[src/rtl/ivector_initiator.sv]
// IVector traffic initiator: issues say(meth,v) requests, checks heard(meth,v) indications in order.
// Optional watchdog with a timeout output when IVECTOR_INITIATOR_TIMEOUT_EN is defined.
module ivector_initiator #(
  parameter int METH_WIDTH = 6,
  parameter int V_WIDTH    = 4,
  parameter int MAX_OUT    = 4,
  parameter int SEED       = 0
) (
  input  logic                          CLK,
  input  logic                          RST,
  input  logic                          start,
  input  logic [8:0]                    count,
  output logic                          say__ENA,
  output logic [METH_WIDTH-1:0]         say_meth,
  output logic [V_WIDTH-1:0]            say_v,
  input  logic                          say__RDY,
  input  logic                          heard__ENA,
  input  logic [METH_WIDTH-1:0]         heard_meth,
  input  logic [V_WIDTH-1:0]            heard_v,
  output logic                          heard__RDY,
  output logic                          busy,
  output logic                          done,
  output logic [8:0]                    err_count,
  output logic [METH_WIDTH+V_WIDTH-1:0] first_err
`ifdef IVECTOR_INITIATOR_TIMEOUT_EN
  ,
  output logic                          timeout
`endif
);

  localparam logic [3:0] MAX_OUT_L = 4'(MAX_OUT);

  typedef enum logic [1:0] {S_IDLE, S_RUN, S_DRAIN, S_DONE} state_t;

  state_t                        state, state_nxt;
  logic [8:0]                    tx_idx, rx_idx, rx_nxt, total;
  logic [3:0]                    outst;
  logic [8:0]                    err_q;
  logic [METH_WIDTH+V_WIDTH-1:0] first_err_q;
  logic                          send, accept, mismatch, start_ok, active;

  function automatic logic [METH_WIDTH-1:0] meth_of(input logic [8:0] i);
    return METH_WIDTH'(i) + METH_WIDTH'(SEED);
  endfunction

  function automatic logic [V_WIDTH-1:0] v_of(input logic [8:0] i);
    return V_WIDTH'(i);
  endfunction

  function automatic logic [8:0] sat_inc9(input logic [8:0] x);
    return (x == 9'd511) ? x : x + 9'd1;
  endfunction

`ifdef IVECTOR_INITIATOR_TIMEOUT_EN
  logic [11:0] wdog;
  logic        timeout_q;
  logic        wdog_exp;
  assign wdog_exp = (wdog == 12'hFFF);
  assign timeout  = timeout_q;
`endif

  assign active     = (state == S_RUN) || (state == S_DRAIN);
  assign start_ok   = start && ((state == S_IDLE) || (state == S_DONE));
  assign send       = (state == S_RUN) && (tx_idx < total) && (outst < MAX_OUT_L) && say__RDY;
  assign accept     = heard__ENA && heard__RDY;
  assign mismatch   = accept && ({heard_meth, heard_v} != {meth_of(rx_idx), v_of(rx_idx)});
  assign rx_nxt     = accept ? rx_idx + 9'd1 : rx_idx;

  // Request fields are held at zero whenever no request is offered.
  assign say__ENA   = send;
  assign say_meth   = send ? meth_of(tx_idx) : '0;
  assign say_v      = send ? v_of(tx_idx) : '0;
  assign heard__RDY = active;
  assign busy       = active;
  assign done       = (state == S_DONE);
  assign err_count  = err_q;
  assign first_err  = first_err_q;

  always_comb begin
    state_nxt = state;
    case (state)
      S_IDLE, S_DONE: if (start) state_nxt = S_RUN;
      S_RUN: begin
        if (total == 9'd0)           state_nxt = S_DONE;
        else if (tx_idx == total)    state_nxt = (rx_nxt == total) ? S_DONE : S_DRAIN;
      end
      S_DRAIN: if (rx_nxt == total) state_nxt = S_DONE;
      default: state_nxt = S_IDLE;
    endcase
`ifdef IVECTOR_INITIATOR_TIMEOUT_EN
    if (active && wdog_exp && !send && !accept) state_nxt = S_DONE;
`endif
  end

  always_ff @(posedge CLK) begin
    if (RST) begin
      state       <= S_IDLE;
      tx_idx      <= '0;
      rx_idx      <= '0;
      total       <= '0;
      outst       <= '0;
      err_q       <= '0;
      first_err_q <= '0;
    end else begin
      state <= state_nxt;
      if (start_ok) begin
        tx_idx      <= '0;
        rx_idx      <= '0;
        total       <= count;
        outst       <= '0;
        err_q       <= '0;
        first_err_q <= '0;
      end else begin
        if (send)   tx_idx <= tx_idx + 9'd1;
        if (accept) rx_idx <= rx_idx + 9'd1;
        if (send && !accept)                        outst <= outst + 4'd1;
        else if (!send && accept && outst != 4'd0) outst <= outst - 4'd1;
        if (mismatch) begin
          err_q <= sat_inc9(err_q);
          if (err_q == 9'd0) first_err_q <= {heard_meth, heard_v};
        end
      end
    end
  end

`ifdef IVECTOR_INITIATOR_TIMEOUT_EN
  // Watchdog counts consecutive active cycles with neither a send nor an accept.
  always_ff @(posedge CLK) begin
    if (RST) begin
      wdog      <= '0;
      timeout_q <= 1'b0;
    end else if (start_ok) begin
      wdog      <= '0;
      timeout_q <= 1'b0;
    end else if (active) begin
      if (send || accept) begin
        wdog <= '0;
      end else if (wdog_exp) begin
        wdog      <= '0;
        timeout_q <= 1'b1;
      end else begin
        wdog <= wdog + 12'd1;
      end
    end else begin
      wdog <= '0;
    end
  end
`endif

endmodule

[config.mk]
export PLATFORM = sky130hd
export DESIGN_NAME = ivector_initiator
export DESIGN_NICKNAME = d
export VERILOG_FILES = /design/src/rtl/ivector_initiator.sv
export SDC_FILE = /design/constraint.sdc
export NUM_CORES = 1
export LEC_CHECK = 0
export BUFFER_PORTS_ARGS = -buffer_cell sky130_fd_sc_hd__buf_4
export CAP_MARGIN = 30
export CORE_MARGIN = 3
export CORE_UTILIZATION = 25
export CTS_CLUSTER_SIZE = 40
export DETAILED_ROUTE_END_ITERATION = 16
export PLACE_DENSITY = 0.51
export SETUP_SLACK_MARGIN = 0.5
export SYNTH_ARGS = -nofsm -noshare
export SYNTH_HDL_FRONTEND = slang
export SYNTH_SLANG_ARGS = --single-unit
[constraint.sdc]
create_clock -name CLK -period 3.5 [get_ports CLK]
set_clock_uncertainty 0.05 [all_clocks]
set_input_delay 0.35 -clock CLK [delete_from_list [all_inputs] [get_ports CLK]]
set_output_delay 0.35 -clock CLK [all_outputs]
set_load 0.01 [all_outputs]
# Word level (Yosys, flattened, before mapping)
# Cells that the tools add are included.
[op_classes]
n_addsub = 5
order_cmp = 2
n_eq_ne = 10
n_mux = 11
n_bitwise = 1
n_reduce_logical = 23
[ops]
columns = ["op", "count"]
rows = [
  ["$add A9 B1 Y9 const B", 3],
  ["$eq A9 B9 Y1", 2],
  ["$logic_not A9 Y1", 2],
  ["$mux W4", 3],
  ["$ne A10 B10 Y1", 1],
  ["$eq A9 B9 Y1 const B", 1],
  ["$logic_and A1 B1 Y1", 9],
  ["$lt A9 B9 Y1", 1],
  ["$mux W9", 1],
  ["$mux W2", 4],
  ["$mux W6", 1],
  ["$pmux W2 S3", 1],
  ["$add A4 B1 Y4 const B", 1],
  ["$eq A2 B2 Y1 const B", 2],
  ["$lt A4 B3 Y1 const B", 1],
  ["$reduce_and A2 Y1", 2],
  ["$reduce_bool A4 Y1", 1],
  ["$reduce_or A2 Y1", 2],
  ["$sub A4 B1 Y4 const B", 1],
  ["$ne A3 B1 Y1 const B", 1],
  ["$reduce_and A3 Y1", 1],
  ["$eq A2 B1 Y1 const B", 1],
  ["$logic_not A1 Y1", 2],
  ["$logic_not A2 Y1", 1],
  ["other kinds (6)", 7],
]
[word_totals]
reg_bits = 52
inputBits = 24
out_inout_bits = 33

# Depth between registers and ports, before layout
# Gate-level depths: netlist of run 1.
[depth]
word_depth = 9
ltp_mapped = 12

# Worst setup path before layout of run 1
# OpenSTA, ideal clock, no wires.
[synth_timing]
path_type = "flip-flop to flip-flop"
startpoint = "register total[4]"
endpoint = "register outst[3]"
setup_ps = 72
arrival_ps = 2864
t_required_ps = 3378
setup_slack_ps = 514
stages_incl_launch_ff = 12
path_buffers = 0
synth_period_minus_slack_ps = 2986
path_cell_list = "dfxtp_1 inv_1 ha_1 a2111o_1 o21a_1 nor3_2 inv_1 ha_1 a21o_1 a21oi_1 mux2i_1 mux2i_1"
[synth_between]
elab_chain_cells = 8
[synth_lines]
columns = ["element", "line", "text"]
rows = [
  ["from (decl)", "36", "logic [8:0] tx_idx, rx_idx, rx_nxt, total;"],
  ["from (signal assigned)", "109", "total <= count;"],
  ["$lt A9 B9 Y1 *", "64", "assign send = (state == S_RUN) && (tx_idx < total) && (outst < MAX_OUT_L) && say__RDY;"],
  ["$logic_and A1 B1 Y1 * (3 in a row)", "64", ""],
  ["$logic_not A1 Y1", "117", "else if (!send && accept && outst != 4'd0) outst <= outst - 4'd1;"],
  ["$logic_and A1 B1 Y1 (2 in a row)", "117", ""],
  ["$reduce_bool A2 Y1 (no line)", "n/a", ""],
  ["to (signal assigned)", "116", "if (send && !accept) outst <= outst + 4'd1;"],
  ["to (signal assigned)", "117", ""],
  ["to (decl)", "37", "logic [3:0] outst;"],
]
# Mark *: on every way between the ends. The rest lies on a longest branch, timed or not.
# A chain may end at the register's enable or synchronous reset.

# Final worst setup path of run 1
# Ends and elaborated chain as after synthesis.

==> run_summary.xml, run 1 <==
<?xml version="1.0" encoding="UTF-8"?>
<metrics>
  <group name="place">
    <metric name="globalplace.congestion" unit="">0.8686</metric>
    <metric name="dpl-instance-area" unit="sq mm">0.003676</metric>
    <metric name="post-dp-hpwl" unit="um">6224</metric>
    <metric name="port_buffers" unit="">56</metric>
    <metric name="dp_cells" unit="">587</metric>
  </group>
  <group name="final_layout">
    <metric name="drive_above_1_share" unit="%">19.11</metric>
    <metric name="area_delta_synth_final" unit="%">23.73</metric>
    <metric name="number_of_nets_at_the_end_of_the_flow" unit="">472</metric>
    <metric name="non_filler_cell_area_final" unit="sq mm">0.003856</metric>
    <metric name="stdcell_count" unit="">597</metric>
    <metric name="fillerInstances" unit="">1291</metric>
    <metric name="antenna_cells" unit="">0</metric>
  </group>
  <group name="logic_synthesis">
    <metric name="synth_enable_flop_cells" unit="">0</metric>
    <metric name="async_reset_ff_share" unit="%">0</metric>
    <metric name="synth_nets" unit="">421</metric>
    <metric name="netlist-cell-type-count" unit="">58</metric>
    <metric name="yosys.area.top_type_share" unit="%">33.40</metric>
    <metric name="netlist_area" unit="sq mm">0.003117</metric>
    <metric name="main_synth_ff_type" unit="">sky130_fd_sc_hd__dfxtp_1</metric>
    <metric name="postSynthAreaPerCell" unit="sq um">8.267</metric>
    <metric name="synthesis.yosys.warnings" unit="">0</metric>
    <metric name="synth_seq_area_share" unit="%">33.40</metric>
    <metric name="synth.ff_latch_count" unit="">52</metric>
    <metric name="synth_most_common_cell" unit="">sky130_fd_sc_hd__dfxtp_1</metric>
    <metric name="yosys-top-cells-count" unit="">sky130_fd_sc_hd__dfxtp_1 (52), sky130_fd_sc_hd__nor2_1 (39), sky130_fd_sc_hd__nand2_1 (38)</metric>
    <metric name="cell_types_occupying_the_most_area_after_synthesis" unit="">sky130_fd_sc_hd__dfxtp_1 (33%), sky130_fd_sc_hd__ha_1 (7.6%), sky130_fd_sc_hd__xnor2_1 (5.3%), sky130_fd_sc_hd__mux2i_1 (4.8%), sky130_fd_sc_hd__nor2_1 (4.7%)</metric>
    <metric name="yosysTopAreaCell" unit="">sky130_fd_sc_hd__dfxtp_1</metric>
    <metric name="synthesis.instances" unit="">377</metric>
  </group>
  <group name="cts">
    <metric name="insertion_delay" unit="ns">0.29</metric>
    <metric name="clock-sinks" unit="">52</metric>
    <metric name="htreeDepth" unit="">2</metric>
    <metric name="clock_tree_from_tritoncts" unit="">built</metric>
    <metric name="path_clk_slew" unit="ns">0.07</metric>
    <metric name="cts_hold_buffers" unit="">0</metric>
    <metric name="numCtsBuffers" unit="">5</metric>
    <metric name="root_buffer" unit="">sky130_fd_sc_hd__clkbuf_16</metric>
    <metric name="cts_max_path_buffers" unit="">2</metric>
  </group>
  <group name="worst_setup_path">
    <metric name="worstSetupStartpointType" unit="">flop</metric>
    <metric name="cp_endpoint_kind" unit="">flop</metric>
    <metric name="setup.reg_to_reg.worst_slack" unit="ns">0.60</metric>
    <metric name="critical_path_class" unit="">reg -&gt; reg</metric>
    <metric name="path_buf_inv" unit="">2</metric>
    <metric name="critPathArrivalTime" unit="ns">3.07</metric>
    <metric name="crit_path_cell_trace" unit="">inv_1, ha_1, a2111o_1, o21a_1, nor3_4, inv_2, ha_1, a21o_1, a21oi_1, mux2i_1, mux2i_1</metric>
    <metric name="cp_delay_by_family_top" unit="">compound AO/OA/AOI/OAI gates</metric>
    <metric name="worst-path-max-fanout" unit="">6</metric>
    <metric name="slowest_delay" unit="ns">0.45</metric>
    <metric name="cp.required" unit="ns">3.67</metric>
    <metric name="crit_path_top_delay_cell" unit="">sky130_fd_sc_hd__a2111o_1</metric>
  </group>
  <group name="routing">
    <metric name="detailroute.via_count" unit="">2805</metric>
    <metric name="postRouteWirelength" unit="um">8098</metric>
    <metric name="drt_iter0_drc" unit="">130</metric>
    <metric name="ant_nets" unit="">0</metric>
    <metric name="post-route-drc-count" unit="">0</metric>
    <metric name="drt-pass1-iter-count" unit="">4</metric>
    <metric name="viasPerCell" unit="">4.698</metric>
    <metric name="routed_wire_length_per_instance" unit="um">13.56</metric>
  </group>
  <group name="die">
    <metric name="design.portCount" unit="">57</metric>
    <metric name="die_area" unit="sq mm">0.01384</metric>
    <metric name="core.rowCount" unit="">40</metric>
    <metric name="die_x" unit="um">117.7</metric>
    <metric name="die_y" unit="um">117.7</metric>
    <metric name="placeableCoreArea" unit="sq mm">0.01211</metric>
    <metric name="initial_utilization" unit="%">25.73</metric>
  </group>
  <group name="timing">
    <metric name="setup-violations-final" unit="">0</metric>
    <metric name="maxSlewViolCount" unit="">0</metric>
    <metric name="actual_slew_at_the_worst_max_slew_pin" unit="ns">0.7672</metric>
    <metric name="post-route-min-period" unit="ns">2.901</metric>
    <metric name="fmaxAchievable" unit="GHz">0.3448</metric>
    <metric name="maxSlewHeadroom" unit="%">48.54</metric>
    <metric name="final_report_hold_violation_count" unit="">0</metric>
    <metric name="post_route_fraction_of_the_period_consumed_by_the_critical_path" unit="%">82.87</metric>
    <metric name="rsz0062_at_grt" unit="">false</metric>
    <metric name="final.setup.tns" unit="ns">0</metric>
  </group>
  <group name="global_route">
    <metric name="global_route.usage.total" unit="%">11.32</metric>
    <metric name="grt_pass1_wl" unit="um">13140</metric>
    <metric name="vias_in_the_first_global_route" unit="">2707</metric>
    <metric name="gr-total-overflow" unit="">0</metric>
    <metric name="pin_count_of_the_biggest_net_entering_global_routing" unit="">29</metric>
    <metric name="antenna_found_initial" unit="">0</metric>
  </group>
  <group name="pwr">
    <metric name="total_power" unit="mW">2.042</metric>
    <metric name="areal_power_density_over_the_cells" unit="mW/mm^2">529.4</metric>
    <metric name="static-leakage-power" unit="nW">1.529</metric>
    <metric name="worst_ir_drop_vdd" unit="V">0.0002001</metric>
  </group>
  <group name="run">
    <metric name="number_of_violations_of_the_max_capacitance_limit" unit="">0</metric>
  </group>
  <group name="worst_hold_path">
    <metric name="timing.hold.worst.class" unit="">in -&gt; reg</metric>
  </group>
  <group name="outcome">
    <metric name="result_of_the_run" unit="">completed</metric>
  </group>
</metrics>
==> cell type report <==
| type | instances | area [sq um] | share of cell area [%] |
|---|---|---|---|
| clock buffers | 7 | 142.6 | 3.699 |
| clock inverters | 1 | 7.507 | 0.1947 |
| inverters | 24 | 90.09 | 2.336 |
| multi-input cells | 283 | 1896 | 49.16 |
| flip-flops and latches | 52 | 1045 | 27.09 |
| well taps | 168 | 210.2 | 5.451 |
| repair buffers | 62 | 465.4 | 12.07 |
==> path summary, 6_finish.rpt <==
kind | start | end | cells past startpoint
worst max-delay path | total[4]$_SDFFE_PP0P_ | outst[3]$_SDFFE_PP0P_ | 11
worst min-delay path | count[0] | total[0]$_SDFFE_PP0P_ | 3
worst max register to register | total[4]$_SDFFE_PP0P_ | outst[3]$_SDFFE_PP0P_ | 11
worst min register to register | tx_idx[8]$_SDFFE_PP0N_ | tx_idx[8]$_SDFFE_PP0N_ | 2
==> layer usage <==
metal  GRT usage, %  wire length [um]  up-vias
li1               -                 -     1428
met1          14.59              3813     1298
met2          18.15              3756       59
met3          2.307               305       20
met4          5.275               223        0
met5              0                 0        -
==> layout by cell type, fill, tap and decap left out, drive strengths merged, types with 4 or more instances in the layout <==
| cell | instances |
|---|---|
| dfxtp | 52 |
| nor2 | 40 |
| o2111ai | 4 |
| nand2 | 38 |
| and3 | 10 |
| xnor2 | 19 |
| nand4 | 5 |
| mux2i | 15 |
| xor2 | 8 |
| nand3 | 13 |
| buf | 62 |
| o21ai | 12 |
| nand2b | 4 |
| clkbuf | 7 |
| nor3 | 20 |
| nor4 | 4 |
| or3 | 9 |
| a21oi | 26 |
| inv | 24 |
| ha | 19 |
==> sequential cells by signal, indices dropped and copies added (netlist names) <==
signal / flops
err_count: 9
first_err: 10
outst: 4
rx_idx: 9
state: 2
total: 9
tx_idx: 9
==> logic make-up after synthesis <==
logic type | synth area share (%)
AOI/OAI and AO/OA | 14.33
muxes | 4.817
and+or+nand+nor | 25.45
adders and majority gates | 8.270
buffers and inverters | 6.142
DFF | 33.40
xor gates and xnor gates | 7.587
==> where the power goes <==
group          total (mW)  switching [mW]  internal [mW]
logic               0.815           0.463          0.352
registers           0.721          0.0701          0.651
clock network       0.506           0.220          0.286
total                2.04           0.753           1.29
==> worst register-to-register path, stage by stage (launching register included) <==
cell	delay, ns
sky130_fd_sc_hd__dfxtp_4	0.38
sky130_fd_sc_hd__inv_1	0.05
sky130_fd_sc_hd__ha_1	0.31
sky130_fd_sc_hd__a2111o_1	0.45
sky130_fd_sc_hd__o21a_1	0.25
sky130_fd_sc_hd__nor3_4	0.25
sky130_fd_sc_hd__inv_2	0.06
sky130_fd_sc_hd__ha_1	0.28
sky130_fd_sc_hd__a21o_1	0.18
sky130_fd_sc_hd__a21oi_1	0.16
sky130_fd_sc_hd__mux2i_1	0.23
sky130_fd_sc_hd__mux2i_1	0.19
==> metrics by stage <==
| stage | setup slack, ns | hold WS, ns | utilization, % |
|---|---|---|---|
| after floorplan | 0.5141 | 0.4095 | - |
| after global placement | 0.4325 | 0.4292 | 30.35 |
| after detailed placement | 0.3360 | 0.4339 | 30.35 |
| after CTS | 0.5466 | 0.2546 | 31.65 |
| after global routing | 0.4815 | 0.2614 | 31.84 |
| final | 0.5995 | 0.2623 | 31.84 |
==> what timing repair did <==
action,in CTS,in global routing
setup endpoints to repair,1,3
pin swaps,1,1
gates resized for setup,3,2
buffers inserted,0,2
No activity file was read; power rests on OpenSTA's default activity.
==> run 2: changes to the inputs <==
--- a/config.mk
+++ b/config.mk
@@ -5,13 +5,14 @@
 export SDC_FILE = /design/constraint.sdc
 export NUM_CORES = 1
 export LEC_CHECK = 0
+export ABC_AREA = 1
 export BUFFER_PORTS_ARGS = -buffer_cell sky130_fd_sc_hd__buf_4
 export CAP_MARGIN = 30
 export CORE_MARGIN = 3
 export CORE_UTILIZATION = 25
 export CTS_CLUSTER_SIZE = 40
 export DETAILED_ROUTE_END_ITERATION = 16
-export PLACE_DENSITY = 0.51
+export PLACE_DENSITY = 0.53
 export SETUP_SLACK_MARGIN = 0.5
 export SYNTH_ARGS = -nofsm -noshare
 export SYNTH_HDL_FRONTEND = slang
==> constraint.sdc (replaced) <==
create_clock -name CLK -period 2.55 [get_ports CLK]
set_clock_uncertainty 0.05 [all_clocks]
set_input_delay 0.255 -clock CLK [delete_from_list [all_inputs] [get_ports CLK]]
set_output_delay 0.255 -clock CLK [all_outputs]
set_load 0.01 [all_outputs]
==> run 2 against run 1 <==
Net effect: wire length down 0.38%; sequential power is 57% higher; area after synthesis is 5.2% lower; combinational power grew 120%; clock power rose by 71%; design area grew 6.8%; largest power group unchanged; utilization grew 4.1 points.
==> run_summary.xml, run 2 <==
<?xml version="1.0" encoding="UTF-8"?>
<metrics>
  <group name="outcome">
    <metric name="result_of_the_run" unit="">completed</metric>
  </group>
  <group name="worst_setup_path">
    <metric name="critPathArrivalTime" unit="ns">2.39</metric>
    <metric name="cp_endpoint_kind" unit="">flop</metric>
    <metric name="cp.required" unit="ns">2.69</metric>
    <metric name="worstSetupStartpointType" unit="">flop</metric>
    <metric name="critical_path_class" unit="">reg -&gt; reg</metric>
    <metric name="worst-path-max-fanout" unit="">3</metric>
  </group>
  <group name="routing">
    <metric name="drt-pass1-iter-count" unit="">4</metric>
    <metric name="detailroute.via_count" unit="">2929</metric>
    <metric name="routed_wire_length_per_instance" unit="um">12.55</metric>
    <metric name="drt_iter0_drc" unit="">188</metric>
    <metric name="viasPerCell" unit="">4.555</metric>
    <metric name="postRouteWirelength" unit="um">8067</metric>
    <metric name="ant_nets" unit="">0</metric>
    <metric name="post-route-drc-count" unit="">0</metric>
  </group>
  <group name="timing">
    <metric name="maxSlewHeadroom" unit="%">67.09</metric>
    <metric name="post_route_fraction_of_the_period_consumed_by_the_critical_path" unit="%">88.23</metric>
    <metric name="actual_slew_at_the_worst_max_slew_pin" unit="ns">0.4898</metric>
    <metric name="final.setup.tns" unit="ns">0</metric>
    <metric name="setup-violations-final" unit="">0</metric>
    <metric name="maxSlewViolCount" unit="">0</metric>
    <metric name="fmaxAchievable" unit="GHz">0.4445</metric>
    <metric name="final_report_hold_violation_count" unit="">0</metric>
    <metric name="post-route-min-period" unit="ns">2.250</metric>
    <metric name="rsz0062_at_grt" unit="">true</metric>
  </group>
  <group name="die">
    <metric name="placeableCoreArea" unit="sq mm">0.01147</metric>
    <metric name="die_x" unit="um">114.7</metric>
    <metric name="die_y" unit="um">114.7</metric>
    <metric name="die_area" unit="sq mm">0.01316</metric>
    <metric name="design.portCount" unit="">57</metric>
    <metric name="core.rowCount" unit="">39</metric>
    <metric name="initial_utilization" unit="%">25.77</metric>
  </group>
  <group name="cts">
    <metric name="cts_hold_buffers" unit="">0</metric>
    <metric name="clock-sinks" unit="">52</metric>
    <metric name="cts_max_path_buffers" unit="">2</metric>
    <metric name="clock_tree_from_tritoncts" unit="">built</metric>
    <metric name="path_clk_slew" unit="ns">0.07</metric>
    <metric name="insertion_delay" unit="ns">0.29</metric>
    <metric name="root_buffer" unit="">sky130_fd_sc_hd__clkbuf_16</metric>
    <metric name="htreeDepth" unit="">2</metric>
    <metric name="numCtsBuffers" unit="">5</metric>
  </group>
  <group name="logic_synthesis">
    <metric name="synthesis.instances" unit="">426</metric>
    <metric name="main_synth_ff_type" unit="">sky130_fd_sc_hd__dfxtp_1</metric>
    <metric name="cell_types_occupying_the_most_area_after_synthesis" unit="">sky130_fd_sc_hd__dfxtp_1 (35%), sky130_fd_sc_hd__nand2_1 (11%), sky130_fd_sc_hd__ha_1 (8.0%), sky130_fd_sc_hd__a21oi_1 (7.3%), sky130_fd_sc_hd__inv_1 (7.1%)</metric>
    <metric name="yosysTopAreaCell" unit="">sky130_fd_sc_hd__dfxtp_1</metric>
    <metric name="netlist_area" unit="sq mm">0.002955</metric>
    <metric name="synth.ff_latch_count" unit="">52</metric>
    <metric name="synthesis.yosys.warnings" unit="">0</metric>
    <metric name="async_reset_ff_share" unit="%">0</metric>
    <metric name="synth_most_common_cell" unit="">sky130_fd_sc_hd__nand2_1</metric>
    <metric name="postSynthAreaPerCell" unit="sq um">6.937</metric>
    <metric name="yosys-top-cells-count" unit="">sky130_fd_sc_hd__nand2_1 (84), sky130_fd_sc_hd__inv_1 (56), sky130_fd_sc_hd__dfxtp_1 (52)</metric>
    <metric name="synth_enable_flop_cells" unit="">0</metric>
    <metric name="yosys.area.top_type_share" unit="%">35.22</metric>
    <metric name="netlist-cell-type-count" unit="">30</metric>
    <metric name="synth_seq_area_share" unit="%">35.22</metric>
    <metric name="synth_nets" unit="">470</metric>
  </group>
  <group name="final_layout">
    <metric name="antenna_cells" unit="">0</metric>
    <metric name="largest_register_ffs" unit="">10</metric>
    <metric name="drive_above_1_share" unit="%">31.20</metric>
    <metric name="layout_common_cells" unit="">sky130_fd_sc_hd__nand2_1 (79), sky130_fd_sc_hd__buf_4 (79), sky130_fd_sc_hd__inv_1 (49)</metric>
    <metric name="number_of_nets_at_the_end_of_the_flow" unit="">544</metric>
    <metric name="area_delta_synth_final" unit="%">39.42</metric>
  </group>
  <group name="global_route">
    <metric name="global_route.usage.total" unit="%">12.30</metric>
    <metric name="vias_in_the_first_global_route" unit="">2760</metric>
    <metric name="gr-total-overflow" unit="">0</metric>
    <metric name="pin_count_of_the_biggest_net_entering_global_routing" unit="">25</metric>
    <metric name="antenna_found_initial" unit="">0</metric>
    <metric name="grt_pass1_wl" unit="um">13210</metric>
  </group>
  <group name="worst_hold_path">
    <metric name="timing.hold.worst.class" unit="">in -&gt; reg</metric>
  </group>
  <group name="place">
    <metric name="globalplace.congestion" unit="">0.9047</metric>
    <metric name="post-dp-hpwl" unit="um">6034</metric>
    <metric name="port_buffers" unit="">56</metric>
  </group>
  <group name="pwr">
    <metric name="total_power" unit="mW">3.811</metric>
    <metric name="areal_power_density_over_the_cells" unit="mW/mm^2">924.9</metric>
    <metric name="worst_ir_drop_vdd" unit="V">0.0005274</metric>
    <metric name="static-leakage-power" unit="nW">1.743</metric>
  </group>
  <group name="run">
    <metric name="number_of_violations_of_the_max_capacitance_limit" unit="">0</metric>
  </group>
</metrics>
==> run 2: cell types whose count changed after synthesis, sizes merged, moves of 5 or more <==
cell,previous run,this run
buf,13,7
and3,10,0
nand4,5,10
xor2,8,3
inv,24,59
mux2i,15,0
xnor2,19,6
nor3,20,9
nand2,38,88
nand3,13,31
o21ai,12,39
a21oi,26,43
or3,9,0
==> run 2: power by group <==
group,switching [mW],total [mW],internal (mW)
clock,0.306,0.863,0.557
combinational,1.03,1.82,0.786
sequential,0.149,1.13,0.980
==> run 2: critical path, cell delays in order (launching register included) <==
cell and delay [ns]:
sky130_fd_sc_hd__dfxtp_2 0.35, sky130_fd_sc_hd__inv_4 0.05, sky130_fd_sc_hd__ha_4 0.24, sky130_fd_sc_hd__a21oi_2 0.10
sky130_fd_sc_hd__o21ai_1 0.07, sky130_fd_sc_hd__o21ai_1 0.15, sky130_fd_sc_hd__nand2_1 0.07, sky130_fd_sc_hd__nand2_1 0.07
sky130_fd_sc_hd__nand2_2 0.07, sky130_fd_sc_hd__inv_4 0.07, sky130_fd_sc_hd__nand2_4 0.06, sky130_fd_sc_hd__ha_4 0.22
sky130_fd_sc_hd__nand2_1 0.05, sky130_fd_sc_hd__nand2_1 0.06, sky130_fd_sc_hd__a31oi_2 0.17, sky130_fd_sc_hd__inv_1 0.06
sky130_fd_sc_hd__nand2_1 0.07, sky130_fd_sc_hd__nand3_1 0.06, sky130_fd_sc_hd__nand2_1 0.06, sky130_fd_sc_hd__nor2_1 0.04
==> run 2: final cells by class <==
type / count / area [sq um]
Fill cell: 1183 / 7347
Multi-Input combinational cell: 300 / 1833
Sequential cell: 52 / 1065
Timing Repair Buffer: 81 / 615.6
Inverter: 60 / 242.7
Tap cell: 143 / 178.9
Clock buffer: 5 / 125.1
Clock inverter: 2 / 60.06
==> run 2: worst paths after layout <==
kind                             start                        end  slack [ns]  cells past startpoint
min reg2reg  first_err[4]$_SDFFE_PP0P_  first_err[4]$_SDFFE_PP0P_        0.40                      2
max reg2reg      total[4]$_SDFFE_PP0P_      outst[3]$_SDFFE_PP0P_        0.30                     19
max              total[4]$_SDFFE_PP0P_      outst[3]$_SDFFE_PP0P_        0.30                     19
min                                RST      state[1]$_SDFFE_PP0P_        0.09                      2
==> run 2: routing by layer <==
metal / up-vias / track usage (%) / part of all wire [%]
met2: 84 / 19.13 / 43
met4: 0 / 3.052 / 1.1
met5: - / 0 / 0
met1: 1302 / 17.14 / 49
li1: 1536 / - / -
met3: 7 / 3.066 / 6.4
==> run 2: what timing repair did <==
item | 4_1_cts | 5_1_grt
gates resized for setup | 25 | 22
setup endpoints to repair | 27 | 29
pin swaps | 15 | 19
buffers inserted | 10 | 7
gates cloned | 0 | 0
==> run 2: per-stage QoR <==
stage / hold slack [ns] / util [%] / instances / cell area [sq um] / setup slack [ns]
6_report: 0.08800 / 35.93 / 643 / 4120 / 0.3002
5_1_grt: 0.07903 / 35.93 / 643 / 4120 / 0.1485
4_1_cts: 0.08087 / 34.71 / 636 / 3980 / 0.3181
3_5_place_dp: 0.3850 / 31.60 / 619 / 3623 / 0.1375
3_3_place_gp: 0.3849 / 31.60 / 619 / 3623 / 0.2239
2_1_floorplan: 0.2741 / - / 426 / 3040 / 0.3448
==> run 2: logic make-up (layout without fill, tap and decap cells) <==
family / after synthesis / after routing / share of synthesized area [%]
and+or+nand+nor: 186 / 186 / 28.54
xor gates and xnor gates: 9 / 9 / 2.667
buffers and inverters: 74 / 148 / 10.20
DFF: 52 / 52 / 35.22
adders and majority gates: 20 / 20 / 8.722
AOI/OAI and AO/OA: 85 / 85 / 14.65
==> run 3: changes to the inputs <==
--- a/config.mk
+++ b/config.mk
@@ -9,10 +9,10 @@
 export BUFFER_PORTS_ARGS = -buffer_cell sky130_fd_sc_hd__buf_4
 export CAP_MARGIN = 30
 export CORE_MARGIN = 3
-export CORE_UTILIZATION = 25
+export CORE_UTILIZATION = 50
 export CTS_CLUSTER_SIZE = 40
 export DETAILED_ROUTE_END_ITERATION = 16
-export PLACE_DENSITY = 0.53
+export PLACE_DENSITY = 0.76
 export SETUP_SLACK_MARGIN = 0.5
 export SYNTH_ARGS = -nofsm -noshare
 export SYNTH_HDL_FRONTEND = slang
==> run 3 against run 2 <==
Net effect: sequential power is essentially flat; via count grew 0.79%; combinational power shrank 3%; highest routed layer unchanged.
==> run_summary.xml, run 3 (synthesis gave the netlist of run 2 again) <==
<?xml version="1.0" encoding="UTF-8"?>
<metrics>
  <group name="outcome">
    <metric name="result_of_the_run" unit="">completed</metric>
  </group>
  <group name="cts">
    <metric name="clock_tree_from_tritoncts" unit="">built</metric>
    <metric name="insertion_delay" unit="ns">0.30</metric>
    <metric name="path_clk_slew" unit="ns">0.09</metric>
    <metric name="cts_hold_buffers" unit="">0</metric>
    <metric name="clock-sinks" unit="">52</metric>
    <metric name="root_buffer" unit="">sky130_fd_sc_hd__clkbuf_8</metric>
    <metric name="cts_max_path_buffers" unit="">2</metric>
    <metric name="htreeDepth" unit="">2</metric>
    <metric name="numCtsBuffers" unit="">5</metric>
  </group>
  <group name="pwr">
    <metric name="seq_power_share" unit="%">32.7</metric>
    <metric name="areal_power_density_over_the_cells" unit="mW/mm^2">887.6</metric>
    <metric name="static-leakage-power" unit="nW">1.661</metric>
    <metric name="comb_power_share" unit="%">51.1</metric>
    <metric name="sw_frac_of_total" unit="%">41.48</metric>
    <metric name="total_power" unit="mW">3.449</metric>
    <metric name="switchingPower" unit="mW">1.431</metric>
    <metric name="internal_portion_of_total_power" unit="mW">2.019</metric>
    <metric name="worst_ir_drop_vdd" unit="V">0.0007157</metric>
    <metric name="share_clk_of_total_power" unit="%">16.2</metric>
  </group>
  <group name="final_layout">
    <metric name="layout_common_cells" unit="">sky130_fd_sc_hd__nand2_1 (75), sky130_fd_sc_hd__buf_4 (71), sky130_fd_sc_hd__inv_1 (49)</metric>
    <metric name="drive_above_1_share" unit="%">29.41</metric>
    <metric name="largest_register_ffs" unit="">10</metric>
    <metric name="area_taken_by_flip_flops_and_latches" unit="sq mm">0.001061</metric>
    <metric name="antenna_cells" unit="">0</metric>
    <metric name="multi_input_area" unit="sq mm">0.001832</metric>
    <metric name="area_delta_synth_final" unit="%">31.50</metric>
    <metric name="number_of_nets_at_the_end_of_the_flow" unit="">536</metric>
    <metric name="stdcell_count" unit="">565</metric>
    <metric name="fillerInstances" unit="">484</metric>
    <metric name="layout_commonest_cell" unit="">sky130_fd_sc_hd__nand2_1</metric>
  </group>
  <group name="die">
    <metric name="placeableCoreArea" unit="sq mm">0.005608</metric>
    <metric name="initial_utilization" unit="%">52.70</metric>
    <metric name="die_y" unit="um">82.88</metric>
    <metric name="die_x" unit="um">82.88</metric>
    <metric name="core.rowCount" unit="">27</metric>
    <metric name="design.portCount" unit="">57</metric>
    <metric name="die_area" unit="sq mm">0.006869</metric>
  </group>
  <group name="timing">
    <metric name="fin_worst_hold_slack" unit="ns">0.05847</metric>
    <metric name="post_route_fraction_of_the_period_consumed_by_the_critical_path" unit="%">89.24</metric>
    <metric name="final_report_hold_violation_count" unit="">0</metric>
    <metric name="final.setup.tns" unit="ns">0</metric>
    <metric name="fmaxAchievable" unit="GHz">0.4394</metric>
    <metric name="maxSlewHeadroom" unit="%">63.91</metric>
    <metric name="rsz0062_at_grt" unit="">true</metric>
    <metric name="post-route-min-period" unit="ns">2.276</metric>
    <metric name="post-route-worst-setup-slack" unit="ns">0.2744</metric>
    <metric name="maxSlewViolCount" unit="">0</metric>
    <metric name="setup-violations-final" unit="">0</metric>
    <metric name="actual_slew_at_the_worst_max_slew_pin" unit="ns">0.5381</metric>
  </group>
  <group name="worst_setup_path">
    <metric name="cp_endpoint_kind" unit="">flop</metric>
    <metric name="setup.reg_to_reg.worst_slack" unit="ns">0.27</metric>
    <metric name="worstSetupStartpointType" unit="">flop</metric>
    <metric name="cp.required" unit="ns">2.71</metric>
    <metric name="critical_path_class" unit="">reg -&gt; reg</metric>
    <metric name="worst-path-max-fanout" unit="">4</metric>
    <metric name="critPathArrivalTime" unit="ns">2.43</metric>
  </group>
  <group name="global_route">
    <metric name="pin_count_of_the_biggest_net_entering_global_routing" unit="">25</metric>
    <metric name="global_route.usage.total" unit="%">20.43</metric>
    <metric name="vias_in_the_first_global_route" unit="">2771</metric>
    <metric name="grt_pass1_wl" unit="um">11970</metric>
    <metric name="antenna_found_initial" unit="">0</metric>
    <metric name="gr-total-overflow" unit="">0</metric>
  </group>
  <group name="place">
    <metric name="port_buffers" unit="">56</metric>
    <metric name="post-dp-hpwl" unit="um">5158</metric>
    <metric name="preCtsSetupSlack" unit="ns">0.1311</metric>
    <metric name="dp_cells" unit="">544</metric>
    <metric name="globalplace.congestion" unit="">0.8448</metric>
  </group>
  <group name="routing">
    <metric name="viasPerCell" unit="">5.225</metric>
    <metric name="detailroute.via_count" unit="">2952</metric>
    <metric name="drt_iter0_drc" unit="">126</metric>
    <metric name="postRouteWirelength" unit="um">7184</metric>
    <metric name="drt-pass1-iter-count" unit="">5</metric>
    <metric name="routed_wire_length_per_instance" unit="um">12.72</metric>
    <metric name="ant_nets" unit="">0</metric>
    <metric name="post-route-drc-count" unit="">0</metric>
  </group>
  <group name="worst_hold_path">
    <metric name="timing.hold.worst.class" unit="">in -&gt; reg</metric>
  </group>
  <group name="run">
    <metric name="number_of_violations_of_the_max_capacitance_limit" unit="">0</metric>
  </group>
</metrics>
==> run 3: cell count changes in the layout (fill, tap and decap cells not counted), sizes merged <==
| cell | previous run | this run |
|---|---|---|
| clkbuf | 5 | 6 |
| bufinv | 2 | 1 |
| buf | 81 | 73 |
| clkinv | 1 | 2 |
==> run 3: critical path: stages, from the launching register on <==
cell,delay [ns]
sky130_fd_sc_hd__dfxtp_1,0.33
sky130_fd_sc_hd__inv_1,0.10
sky130_fd_sc_hd__ha_1,0.20
sky130_fd_sc_hd__a21oi_1,0.15
sky130_fd_sc_hd__nand3_1,0.14
sky130_fd_sc_hd__nor3_4,0.19
sky130_fd_sc_hd__nand2_4,0.09
sky130_fd_sc_hd__inv_4,0.06
sky130_fd_sc_hd__nand2_4,0.06
sky130_fd_sc_hd__ha_4,0.23
sky130_fd_sc_hd__nand2_1,0.05
sky130_fd_sc_hd__nand2_1,0.06
sky130_fd_sc_hd__a31oi_2,0.15
sky130_fd_sc_hd__inv_1,0.06
sky130_fd_sc_hd__nand2_1,0.08
sky130_fd_sc_hd__nand3_1,0.07
sky130_fd_sc_hd__nand2_1,0.08
sky130_fd_sc_hd__nor2_1,0.04
==> run 3: layout make-up <==
| cell class | instances | share of cell area, % |
|---|---|---|
| Clock buffer | 6 | 1.867 |
| Clock inverter | 2 | 0.9015 |
| Inverter | 60 | 6.182 |
| Multi-Input combinational cell | 300 | 47.13 |
| Sequential cell | 52 | 27.30 |
| Tap cell | 72 | 2.318 |
| Timing Repair Buffer | 73 | 14.29 |
==> run 3: layer usage <==
layer  share of wire [%]  wire (um)  GRT usage, %
met1                  46       3279         25.75
met2                  47       3367         34.18
met3                 6.0        431         4.861
met4                 1.5        105         6.835
met5                   0          0             0
==> run 3: per-stage QoR <==
stage               area, sq um  utilization (%)
finish                     3886            69.30
floorplan                  3040                -
global route               3886            69.30
detailed placement         3505            62.49
global placement           3505            62.49
CTS                        3774            67.29
==> run 3: power by group through the flow <==
stage / logic, mW / registers, mW / clock network (mW)
after detailed placement: 1.43 / 1.12 / 0
after floorplan: 1.00 / 1.12 / 0
final: 1.76 / 1.13 / 0.560
after global placement: 1.40 / 1.12 / 0
after global routing: 1.95 / 1.14 / 0.609
after CTS: 1.61 / 1.11 / 0.573
==> run 3: worst paths after layout <==
path / startpoint / to / depth (start not counted)
max reg2reg: total[7]$_SDFFE_PP0P_ / outst[3]$_SDFFE_PP0P_ / 17
min: RST / state[1]$_SDFFE_PP0P_ / 2
min reg2reg: first_err[1]$_SDFFE_PP0P_ / first_err[1]$_SDFFE_PP0P_ / 2
max: total[7]$_SDFFE_PP0P_ / outst[3]$_SDFFE_PP0P_ / 17
==> run 3: repair_timing <==
item | 4_1_cts | 5_1_grt
setup endpoints to repair | 21 | 24
resized for setup | 21 | 24
buffers inserted | 11 | 2
pin swaps | 13 | 18
